===== config.mk =====
export PLATFORM = sky130hd
export DESIGN_NAME = md_msg_decoder
export DESIGN_NICKNAME = d
export VERILOG_FILES = /design/src/rtl/md_msg_decoder.sv
export SDC_FILE = /design/constraint.sdc
export NUM_CORES = 1
export LEC_CHECK = 0
export ABC_CLOCK_PERIOD_IN_PS = 3340
export CAP_MARGIN = 10
export CELL_PAD_IN_SITES_DETAIL_PLACEMENT = 1
export CELL_PAD_IN_SITES_GLOBAL_PLACEMENT = 2
export CORE_MARGIN = 4
export CORE_UTILIZATION = 43
export CTS_CLUSTER_SIZE = 25
export DETAILED_ROUTE_END_ITERATION = 6
export DONT_BUFFER_PORTS = 1
export GPL_TIMING_DRIVEN = 0
export HOLD_SLACK_MARGIN = 0.05
export PLACE_DENSITY = 0.87
export SKIP_LAST_GASP = 1
export SLEW_MARGIN = 20
export SYNTH_ARGS = -nofsm -noshare
export SYNTH_HDL_FRONTEND = slang
export SYNTH_SLANG_ARGS = --single-unit

===== constraint.sdc =====
create_clock -name clk -period 3.34 [get_ports clk]
set_input_delay 0.501 -clock clk [delete_from_list [all_inputs] [get_ports clk]]
set_output_delay 0.501 -clock clk [all_outputs]
set_load 0.01 [all_outputs]

===== src/rtl/md_msg_decoder.sv =====
// Market-data message decoder: parses fixed 18-byte 'A' frames into symbol/price/quantity/side
// updates, drops malformed frames with a single error strobe, and keeps saturating counters.
module md_msg_decoder #(
   parameter logic [7:0] MSG_TYPE  = 8'h41,
   parameter logic [7:0] BUY_CODE  = 8'h42,
   parameter logic [7:0] SELL_CODE = 8'h53
) (
   input  logic        clk,
   input  logic        rstn,
   input  logic [7:0]  in_data,
   input  logic        in_valid,
   input  logic        in_last,
   output logic        in_ready,
   output logic [63:0] symbol,
   output logic [31:0] price,
   output logic [31:0] quantity,
   output logic [7:0]  side,
   output logic        update_valid,
   output logic        frame_err,
   output logic [31:0] msg_count,
   output logic [31:0] err_count
);

   typedef enum logic [1:0] {StIdle, StBody, StEmit, StDrop} state_e;

   localparam logic [4:0] SideIdx = 5'd17;

   state_e       state_q;
   logic [4:0]   idx_q;
   // Body bytes 1..16 shift in MSB-first: [127:64] symbol, [63:32] price, [31:0] quantity.
   logic [127:0] body_q;

   logic accept;
   logic is_buy;
   logic is_sell;

   always_comb begin
      accept  = in_valid && in_ready;
      is_buy  = (in_data == BUY_CODE);
      is_sell = (in_data == SELL_CODE);
   end

   function automatic logic [31:0] sat_inc(input logic [31:0] v);
      return (v == 32'hFFFF_FFFF) ? v : v + 32'd1;
   endfunction

   always_ff @(posedge clk or negedge rstn) begin
      if (!rstn) begin
         state_q      <= StIdle;
         idx_q        <= 5'd0;
         body_q       <= '0;
         in_ready     <= 1'b0;
         symbol       <= '0;
         price        <= '0;
         quantity     <= '0;
         side         <= '0;
         update_valid <= 1'b0;
         frame_err    <= 1'b0;
         msg_count    <= '0;
         err_count    <= '0;
      end else begin
         update_valid <= 1'b0;
         frame_err    <= 1'b0;
         in_ready     <= 1'b1;
         unique case (state_q)
            StIdle: begin
               if (accept) begin
                  if (in_data == MSG_TYPE && !in_last) begin
                     state_q <= StBody;
                     idx_q   <= 5'd1;
                  end else begin
                     frame_err <= 1'b1;
                     err_count <= sat_inc(err_count);
                     state_q   <= in_last ? StIdle : StDrop;
                     idx_q     <= 5'd0;
                  end
               end
            end
            StBody: begin
               if (accept) begin
                  if (idx_q != SideIdx) begin
                     if (in_last) begin
                        frame_err <= 1'b1;
                        err_count <= sat_inc(err_count);
                        state_q   <= StIdle;
                        idx_q     <= 5'd0;
                        body_q    <= '0;
                     end else begin
                        body_q <= {body_q[119:0], in_data};
                        idx_q  <= idx_q + 5'd1;
                     end
                  end else if ((is_buy || is_sell) && in_last) begin
                     // Outputs load on entry so they appear together with update_valid.
                     state_q      <= StEmit;
                     idx_q        <= 5'd0;
                     in_ready     <= 1'b0;
                     symbol       <= body_q[127:64];
                     price        <= body_q[63:32];
                     quantity     <= body_q[31:0];
                     side         <= is_buy ? 8'd0 : 8'd1;
                     update_valid <= 1'b1;
                     msg_count    <= sat_inc(msg_count);
                  end else begin
                     frame_err <= 1'b1;
                     err_count <= sat_inc(err_count);
                     state_q   <= in_last ? StIdle : StDrop;
                     idx_q     <= 5'd0;
                  end
               end
            end
            StEmit: begin
               state_q <= StIdle;
            end
            StDrop: begin
               if (accept && in_last) begin
                  state_q <= StIdle;
               end
            end
            default: begin
               state_q <= StIdle;
            end
         endcase
      end
   end

`ifndef SYNTHESIS
   a_err_upd_excl : assert property (@(posedge clk) disable iff (!rstn)
      !(frame_err && update_valid));
   a_emit_not_ready : assert property (@(posedge clk) disable iff (!rstn)
      update_valid |-> !in_ready);
`endif

endmodule


==> flow_metrics.tcl, run 1 <==
set metrics [dict create \
    status "finished with violations" \
    violations "hold timing" \
    root_buffer "clkbuf_16" \
    path_class "reg -> reg" \
    yosys_warnings 0 \
    r2r-start "idx_q[1]$_DFFE_PN0P_" \
    endpoint_kind "flip-flop" \
    netSwitchingPower_mw 2.01 \
    synth_edf_count 0 \
    grt_use_total 0.207 \
    hold_violations 331 \
    clk_latency_ns 0.51 \
    synth_top_area_frac 0.590 \
    wl_per_cell_um 18.6 \
    antenna_found_initial 0 \
    r2r_cells 10 \
    grt_pass1_vias 10958 \
    rr_endpoint "body_q[122]$_DFFE_PN0P_" \
    yosysMostFrequentCell "nand2_1" \
    grt_max_degree 332 \
    route.detailed.drc 0 \
    vias 10010 \
    cts_buffers 38 \
    tightest_slew_ns 1.05 \
    max_freq_mhz 405 \
    multi_input_area_um2 5350 \
    p_int_mw 6.96 \
    areaGrowthSynthToFinish_pct 13.4 \
    synth_seq_cells 331 \
    portBuffers 0 \
    num-fill-cells 3630 \
    async_reset_ff_frac 1.00 \
    clk_path_buf_depth 3 \
    avgSynthCellArea_um2 9.67 \
    post_cts_buffers 0 \
    peakVddDrop_uv 424 \
    antenna_left 0 \
    dr.pass1.iters 4 \
    drtIter0Drc 525 \
    yosys-top-cells-count "nand2_1, dfrtp_1, o21ai_0" \
    hpwl_mm 25.4 \
    ios 215 \
    yosysTopAreaCell "dfrtp_1" \
    finalCritPeriodShare 0.739 \
    routabilityCongestion 0.779 \
    viasPerCell 5.11 \
    comb_power_share 0.043 \
    synth.area.top_cells "dfrtp_1, nand2_1, nand2b_1" \
    cp.required_ns 3.76 \
    ys_seq_area_frac 0.590 \
    cts_tree "yes" \
    worst_setup_path_start_kind "flip-flop" \
    cts_repair_resize_count 0 \
    power_density_nw_per_um2 563 \
    nNetsFinal 1514 \
    fp.dieW_um 189 \
    fin_tns_setup_ns 0 \
    finalSetupViolCount 0 \
    regArea_um2 8280 \
    slew-limit-headroom 0.300 \
    final_cells 1960 \
    holdCritPathClass "in -> async" \
    overflow 0 \
    crit_arrival_ns 2.89 \
    core_um2 31900 \
    skew_ns 0.0154 \
    clk_pin_slew_ns 0.06 \
    clockPowerShare 0.482 \
    wirelength_mm 36.6 \
    ctsHtreeMaxLevel 2 \
    drive_gt1_frac 0.0892 \
    grt_pass1_wl_mm 60.2 \
    rsz0062_at_grt "false" \
    synth_cell_types 56 \
    netSwitchingFraction 0.224 \
    power.total_mw 8.97 \
    holdWs_ns -0.308 \
    start_util 0.441 \
    min_period_ns 2.47 \
    r2r_slack_ns 0.87 \
    diodes 0 \
    die_area_um2 35600 \
    synth_cells 1452 \
    max-cap-violations 0 \
    dpl.cell_count 1893 \
    synth_area_um2 14000 \
    cp_max_fo 10 \
    ys.flop_type "dfrtp_1" \
    fp-row-count 65 \
    slew_violations 0 \
    die_h_um 189 \
    p_seq_frac 0.475 \
    power.leakage_nw 7.70 \
    cts.sinks 331 \
]
-- metrics by stage --
| stage | area, um2 | util | hold slack (ns) | setup WS (ns) |
|---|---|---|---|---|
| floorplan | 14100 | - | 0.205 | 1.38 |
| global placement | 14600 | 0.458 | 0.223 | 0.877 |
| detailed placement | 14600 | 0.458 | 0.219 | 0.804 |
| CTS | 15900 | 0.500 | -0.329 | 0.788 |
| global route | 15900 | 0.500 | -0.333 | 0.617 |
| finish | 15900 | 0.500 | -0.308 | 0.871 |
-- cell usage in the layout, fill, tap and decap left out, types with 22 or more instances in the layout --
master     count
nand2_1      548
dfrtp_1      331
o21ai_0      134
nand2b_1     128
clkbuf_1      52
clkbuf_16     41
xnor2_1       34
xor2_1        27
nand3_1       22
-- state kept, by name, summed over array words and instances, names as in the netlist --
| register | count |
|---|---|
| state_q | 2 |
| body_q | 128 |
| msg_count | 32 |
| side | 1 |
| quantity | 32 |
| in_ready | 1 |
| symbol | 64 |
| frame_err | 1 |
| update_valid | 1 |
| err_count | 32 |
| price | 32 |
| idx_q | 5 |
-- layout make-up --
class,count,share of cell area
Buffer,81,0.0252
Clock buffer,58,0.0753
Clock inverter,9,0.00754
Inverter,10,0.00236
Multi-Input combinational cell,1036,0.336
Sequential cell,331,0.520
Tap cell,435,0.0342
-- power groups by stage --
stage	Sequential (mW)	Clock, mW	Combinational, mW
floorplan	4.29	0	0.287
global placement	4.33	0	0.370
detailed placement	4.34	0	0.385
CTS	4.26	4.43	0.390
global route	4.28	4.60	0.438
finish	4.26	4.33	0.383
-- worst max-delay path by stage --
stage	end	startpoint	cells past startpoint
5_1_grt	body_q[120]$_DFFE_PN0P_	idx_q[1]$_DFFE_PN0P_	10
3_5_place_dp	body_q[122]$_DFFE_PN0P_	idx_q[1]$_DFFE_PN0P_	10
2_1_floorplan	err_count[1]$_DFFE_PN0P_	idx_q[1]$_DFFE_PN0P_	8
4_1_cts	body_q[122]$_DFFE_PN0P_	idx_q[1]$_DFFE_PN0P_	10
3_3_place_gp	body_q[122]$_DFFE_PN0P_	idx_q[1]$_DFFE_PN0P_	10
6_report	body_q[122]$_DFFE_PN0P_	idx_q[1]$_DFFE_PN0P_	10
-- cell families after synthesis --
group	Yosys count	share of synthesized area
other	1	0.000267
AOI/OAI and AO/OA	145	0.0540
DFF	331	0.590
adders and majority gates	4	0.00356
xor gates and xnor gates	62	0.0400
buffers and inverters	91	0.0313
and+or+nand+nor	816	0.279
muxes	2	0.00214
-- worst max-delay path, cell delays in order (launching register included) --
cell and delay, ns:
dfrtp_1 0.39, inv_1 0.08, ha_1 0.16, nand4bb_1 0.13, nand3_1 0.21, buf_2 0.31
buf_2 0.33, buf_2 0.30, buf_2 0.28, nand2_1 0.08, o21ai_0 0.09
-- layer usage --
layer | wire (um) | track usage
met1 | 15600 | 0.267
met2 | 17300 | 0.341
met3 | 2890 | 0.0697
met4 | 731 | 0.0468
met5 | 0 | 0
No activity file was read; power rests on OpenSTA's default activity.
==> run 2, diff against run 1 <==
- ABC_CLOCK_PERIOD_IN_PS: 3340 -> 2500
- CORE_UTILIZATION: 43 -> 40
- PLACE_DENSITY: 0.87 -> 0.82
- clock period: 3.34 -> 2.5 ns (I/O delays scaled with it)
==> run 2 against run 1 <==
  * The flow still finishes with violations (hold timing)
  * Maximum frequency increased by 6.5%
  * Final area increased by 0.33%
  * Sequential share of layout area decreased by 0.17 points
==> flow_metrics.tcl, run 2 (synthesized netlist as in run 1, its figures left out) <==
set metrics [dict create \
    cts_buffers 39 \
    hold_buffers 9 \
    die_area_um2 38200 \
    antenna_found_initial 0 \
    die_h_um 195 \
    path_class "reg -> reg" \
    cts_tree "yes" \
    r2r_cells 8 \
    fin_tns_setup_ns 0 \
    final_cell_mix "nand2_1, dfrtp_1, o21ai_0, nand2b_1, clkbuf_1" \
    final_common_cell "nand2_1" \
    overflow 0 \
    drt-met1-wl_mm 16.6 \
    route.detailed.drc 0 \
    cp_cell_sequence "ha_1 -> and4bb_2 -> and4_4 -> nand3_1 -> buf_2 -> clkbuf_1 -> nand2_1 -> nand2_1" \
    grt_max_degree 332 \
    nNetsFinal 1523 \
    endpoint_kind "flip-flop" \
    r2r-start "idx_q[0]$_DFFE_PN0P_" \
    hpwl_mm 25.7 \
    start_util 0.406 \
    power.total_mw 11.7 \
    antenna_left 0 \
    utilization 0.462 \
    finalCritPeriodShare 0.927 \
    cp.required_ns 2.95 \
    max_freq_mhz 432 \
    slew-limit-headroom 0.450 \
    clk_path_buf_depth 3 \
    grt_use_total 0.198 \
    routabilityCongestion 0.752 \
    cts.sinks 331 \
    hold_violations 331 \
    slew_violations 0 \
    wl_per_cell_um 18.8 \
    crit_top_cell "nand2_1" \
    post_cts_buffers 0 \
    path_buf_inv 2 \
    status "finished with violations" \
    power_density_nw_per_um2 733 \
    holdWs_ns -0.448 \
    design_area_um2 16000 \
    placed_area_um2 14600 \
    fp.dieW_um 195 \
    dr.pass1.iters 4 \
    peakVddDrop_uv 532 \
    clk_latency_ns 0.52 \
    diodes 0 \
    place_ws_ns -0.0810 \
    top_register "body_q" \
    cpLargestDelayFamily "buffers and inverters" \
    tightest_slew_ns 0.826 \
    portBuffers 0 \
    grt_pass1_wl_mm 61.8 \
    holdCritPathClass "in -> async" \
    dr.max_layer_used "met4" \
    core_um2 34600 \
    violations "hold timing" \
    crit_arrival_ns 2.77 \
    worst_setup_path_start_kind "flip-flop" \
    largest_reg_flops 128 \
    min_period_ns 2.32 \
    cp_max_fo 10 \
    critical-path-max-stage-delay_ns 0.42 \
    rsz0062_at_grt "false" \
    top_regs "body_q: 128 flops, symbol: 64 flops" \
    viasPerCell 5.03 \
    drive_gt1_frac 0.0912 \
    drtIter0Drc 467 \
    power.leakage_nw 7.72 \
    finalSetupViolCount 0 \
    critPathSlowestCell "dfrtp_1" \
    clk_pin_slew_ns 0.06 \
    skew_ns 0.00801 \
    fp-row-count 68 \
    root_buffer "clkbuf_16" \
    areaGrowthSynthToFinish_pct 13.8 \
    cp-startpoint "idx_q[0]$_DFFE_PN0P_" \
    crit_cells 8 \
    met3_length_mm 2.23 \
    wirelength_mm 37.4 \
    wl_met2_mm 17.9 \
    ios 215 \
    vias 10002 \
    finalWorstSetupSlack_ns 0.183 \
    grt_pass1_vias 10935 \
    max-cap-violations 0 \
    ctsHtreeMaxLevel 2 \
    r2r_slack_ns 0.18 \
]
## run 2: cell count changes in the layout (fill, tap and decap cells not counted), moves of 2 or more
cell           change
clkinv_2           +5
bufinv_16          -3
dlygate4sd3_1      +9
clkbuf_2           +4
clkbuf_4           +2
clkbuf_1           -3
buf_2              -4
## run 2: worst paths after layout
kind	end
hold / removal	symbol[40]$_DFFE_PN0P_
max in group asynchronous	body_q[0]$_DFFE_PN0P_
setup reg to reg	symbol[19]$_DFFE_PN0P_
setup / recovery	symbol[19]$_DFFE_PN0P_
min in group clk	side[0]$_DFFE_PN0P_
hold reg to reg	symbol[56]$_DFFE_PN0P_
## run 2: where the power goes
group / switching (mW) / total, mW / leakage [nW] / internal, mW
clock network: 2.22 / 5.50 / 0.628 / 3.28
logic: 0.315 / 0.519 / 2.53 / 0.204
registers: 0.197 / 5.70 / 4.56 / 5.50
total: 2.73 / 11.7 / 7.72 / 8.99
## run 2: worst reg2reg max path: stages (launching register included)
cell      delay [ns]
dfrtp_1         0.42
ha_1            0.23
and4bb_2        0.28
and4_4          0.21
nand3_1         0.10
buf_2           0.42
clkbuf_1        0.41
nand2_1         0.12
nand2_1         0.07
## run 2: final cells by class
class,instances,area (um2)
fill,3951,18600
sequential,331,8280
multi-input combinational,1036,5350
clock buffer,58,1190
tap,455,569
buffer,80,409
timing repair buffer,9,90.1
clock inverter,11,55.1
inverter,10,37.5
## run 2: metal layers
| metal | vias to the layer above | global-route usage |
|---|---|---|
| met4 | 0 | 0.0429 |
| met3 | 50 | 0.0523 |
| met2 | 186 | 0.325 |
| met1 | 5002 | 0.266 |
| li1 | 4764 | - |
| met5 | - | 0 |
## run 2: through the flow
step / hold slack [ns] / cells
2_1_floorplan: 0.0794 / 1458
3_3_place_gp: 0.0876 / 1913
6_report: -0.448 / 1990
4_1_cts: -0.477 / 1991
5_1_grt: -0.483 / 1990
3_5_place_dp: 0.0871 / 1913
## run 2: what timing repair did
action | CTS | global route
cloned | 0 | 0
gates resized for setup | 1 | 11
setup endpoints to repair | 41 | 117
endpoints found under the hold margin | 340 | 331
==> run 3, diff against run 2 <==
- GPL_TIMING_DRIVEN: 0 -> unset
==> run 3 against run 2 <==
  * The run still ends with hold timing left
  * Global-route usage decreased by 1.5 points
  * Sequential power about the same
  * Cell count decreased by 3.6%
  * Clock power decreased by 5.1%
  * Maximum frequency increased by 2.1%
  * Power decreased by 3.0%
  * Flip-flop and latch count unchanged
  * Critical path depth unchanged
  * Final area decreased by 1.7%
  * Critical endpoint is now msg_count[21]$_DFFE_PN0P_
  * Largest cell class unchanged
==> flow_metrics.tcl, run 3 (synthesized netlist as in run 1, its figures left out) <==
set metrics [dict create \
    status "finished with violations" \
    violations "hold timing" \
    areaGrowthSynthToFinish_pct 11.9 \
    portBuffers 0 \
    top_register "body_q" \
    design_area_um2 15700 \
    cp_max_fo 5 \
    slew-limit-headroom 0.534 \
    finalSetupViolCount 0 \
    rsz0062_at_grt "false" \
    power.leakage_nw 7.55 \
    overflow 0 \
    fp.dieW_um 195 \
    path_class "reg -> reg" \
    max_freq_mhz 441 \
    grt_max_degree 332 \
    final_cells 1918 \
    root_buffer "clkbuf_16" \
    min_period_ns 2.27 \
    largest_reg_flops 128 \
    clk_path_buf_depth 3 \
    antenna_found_initial 0 \
    peakVddDrop_uv 473 \
    clk_pin_slew_ns 0.06 \
    power_density_nw_per_um2 723 \
    vias 9603 \
    ios 215 \
    fp-row-count 68 \
    wl_met2_mm 16.5 \
    grt_pass1_wl_mm 57.7 \
    holdCritPathClass "in -> async" \
    holdWs_ns -0.441 \
    tightest_slew_ns 0.699 \
    skew_ns 0.0191 \
    antenna_left 0 \
    cts.sinks 331 \
    nNetsFinal 1458 \
    finalCritPeriodShare 0.908 \
    fin_tns_setup_ns 0 \
    final_cell_mix "nand2_1, dfrtp_1, o21ai_0, nand2b_1, clkbuf_16" \
    ctsHtreeMaxLevel 2 \
    drive_gt1_frac 0.0772 \
    viasPerCell 5.01 \
    cts_buffers 37 \
    wirelength_mm 34.9 \
    dr.max_layer_used "met4" \
    top_regs "body_q: 128 flops, symbol: 64 flops" \
    diodes 0 \
    start_util 0.406 \
    placed_area_um2 14400 \
    dr.pass1.iters 4 \
    grt_pass1_vias 10274 \
    cts_tree "yes" \
    drtIter0Drc 534 \
    endpoint_kind "flip-flop" \
    final_common_cell "nand2_1" \
    max-cap-violations 0 \
    wl_per_cell_um 18.2 \
    die_h_um 195 \
    hold_violations 331 \
    utilization 0.454 \
    hold_buffers 12 \
    core_um2 34600 \
    routabilityCongestion 0.759 \
    clk_latency_ns 0.52 \
    cp.required_ns 2.90 \
    grt_use_total 0.183 \
    crit_arrival_ns 2.67 \
    met3_length_mm 2.44 \
    dpl.cell_count 1846 \
    cts_repair_resize_count 0 \
    post_cts_buffers 0 \
    hpwl_mm 21.8 \
    worst_setup_path_start_kind "flip-flop" \
    route.detailed.drc 0 \
    die_area_um2 38200 \
    slew_violations 0 \
    drt-met1-wl_mm 15.3 \
    power.total_mw 11.4 \
]
==> run 3: cell types whose count changed in the layout (fill, tap and decap cells not counted), sizes merged <==
cell,delta
clkinv,-7
dlygate4sd3,+3
bufinv,+1
clkbuf,-51
buf,-18
==> run 3: layout make-up <==
type	count	area, um2
Clock buffer	55	1100
Clock inverter	5	50.0
Fill cell	3859	18900
Inverter	10	37.5
Multi-Input combinational cell	1036	5380
Sequential cell	331	8280
Tap cell	455	569
Timing Repair Buffer	26	300
==> run 3: worst paths after layout <==
check                                   startpoint                        end  slack (ns)  cells after the start
setup / recovery              idx_q[1]$_DFFE_PN0P_  msg_count[21]$_DFFE_PN0P_        0.23                      8
hold / removal                                rstn     symbol[34]$_DFFE_PN0P_       -0.44                      0
setup reg to reg              idx_q[1]$_DFFE_PN0P_  msg_count[21]$_DFFE_PN0P_        0.23                      8
hold reg to reg            body_q[125]$_DFFE_PN0P_     symbol[61]$_DFFE_PN0P_        0.48                      2
max in group asynchronous                     rstn    quantity[4]$_DFFE_PN0P_        2.36                      0
min in group clk                           in_last     body_q[22]$_DFFE_PN0P_        0.09                      2
==> run 3: layer usage <==
layer,global-route usage,up-vias
li1,-,4635
met1,0.242,4746
met2,0.297,177
met3,0.0595,45
met4,0.0419,0
met5,0,-
==> run 3: worst max-delay path: stages, from the launching register on <==
cell and delay (ns):
dfrtp_1 0.40, inv_1 0.08, ha_1 0.17, and4bb_2 0.30
nand4_1 0.17, nor4_4 0.45, and3_2 0.30, nand4_1 0.13
xnor2_1 0.16
==> run 3: metrics by stage <==
| step | setup slack [ns] | hold slack [ns] |
|---|---|---|
| 2_1_floorplan | 0.542 | 0.0794 |
| 3_3_place_gp | 0.309 | 0.0872 |
| 3_5_place_dp | 0.234 | 0.0870 |
| 4_1_cts | 0.217 | -0.467 |
| 5_1_grt | 0.0852 | -0.467 |
| 6_report | 0.231 | -0.441 |
==> run 3: power by group <==
part | switching (mW) | leakage [nW] | total [mW] | internal, mW
clock network | 2.09 | 0.573 | 5.22 | 3.13
registers | 0.192 | 4.56 | 5.69 | 5.50
logic | 0.266 | 2.42 | 0.455 | 0.189
total | 2.55 | 7.55 | 11.4 | 8.82
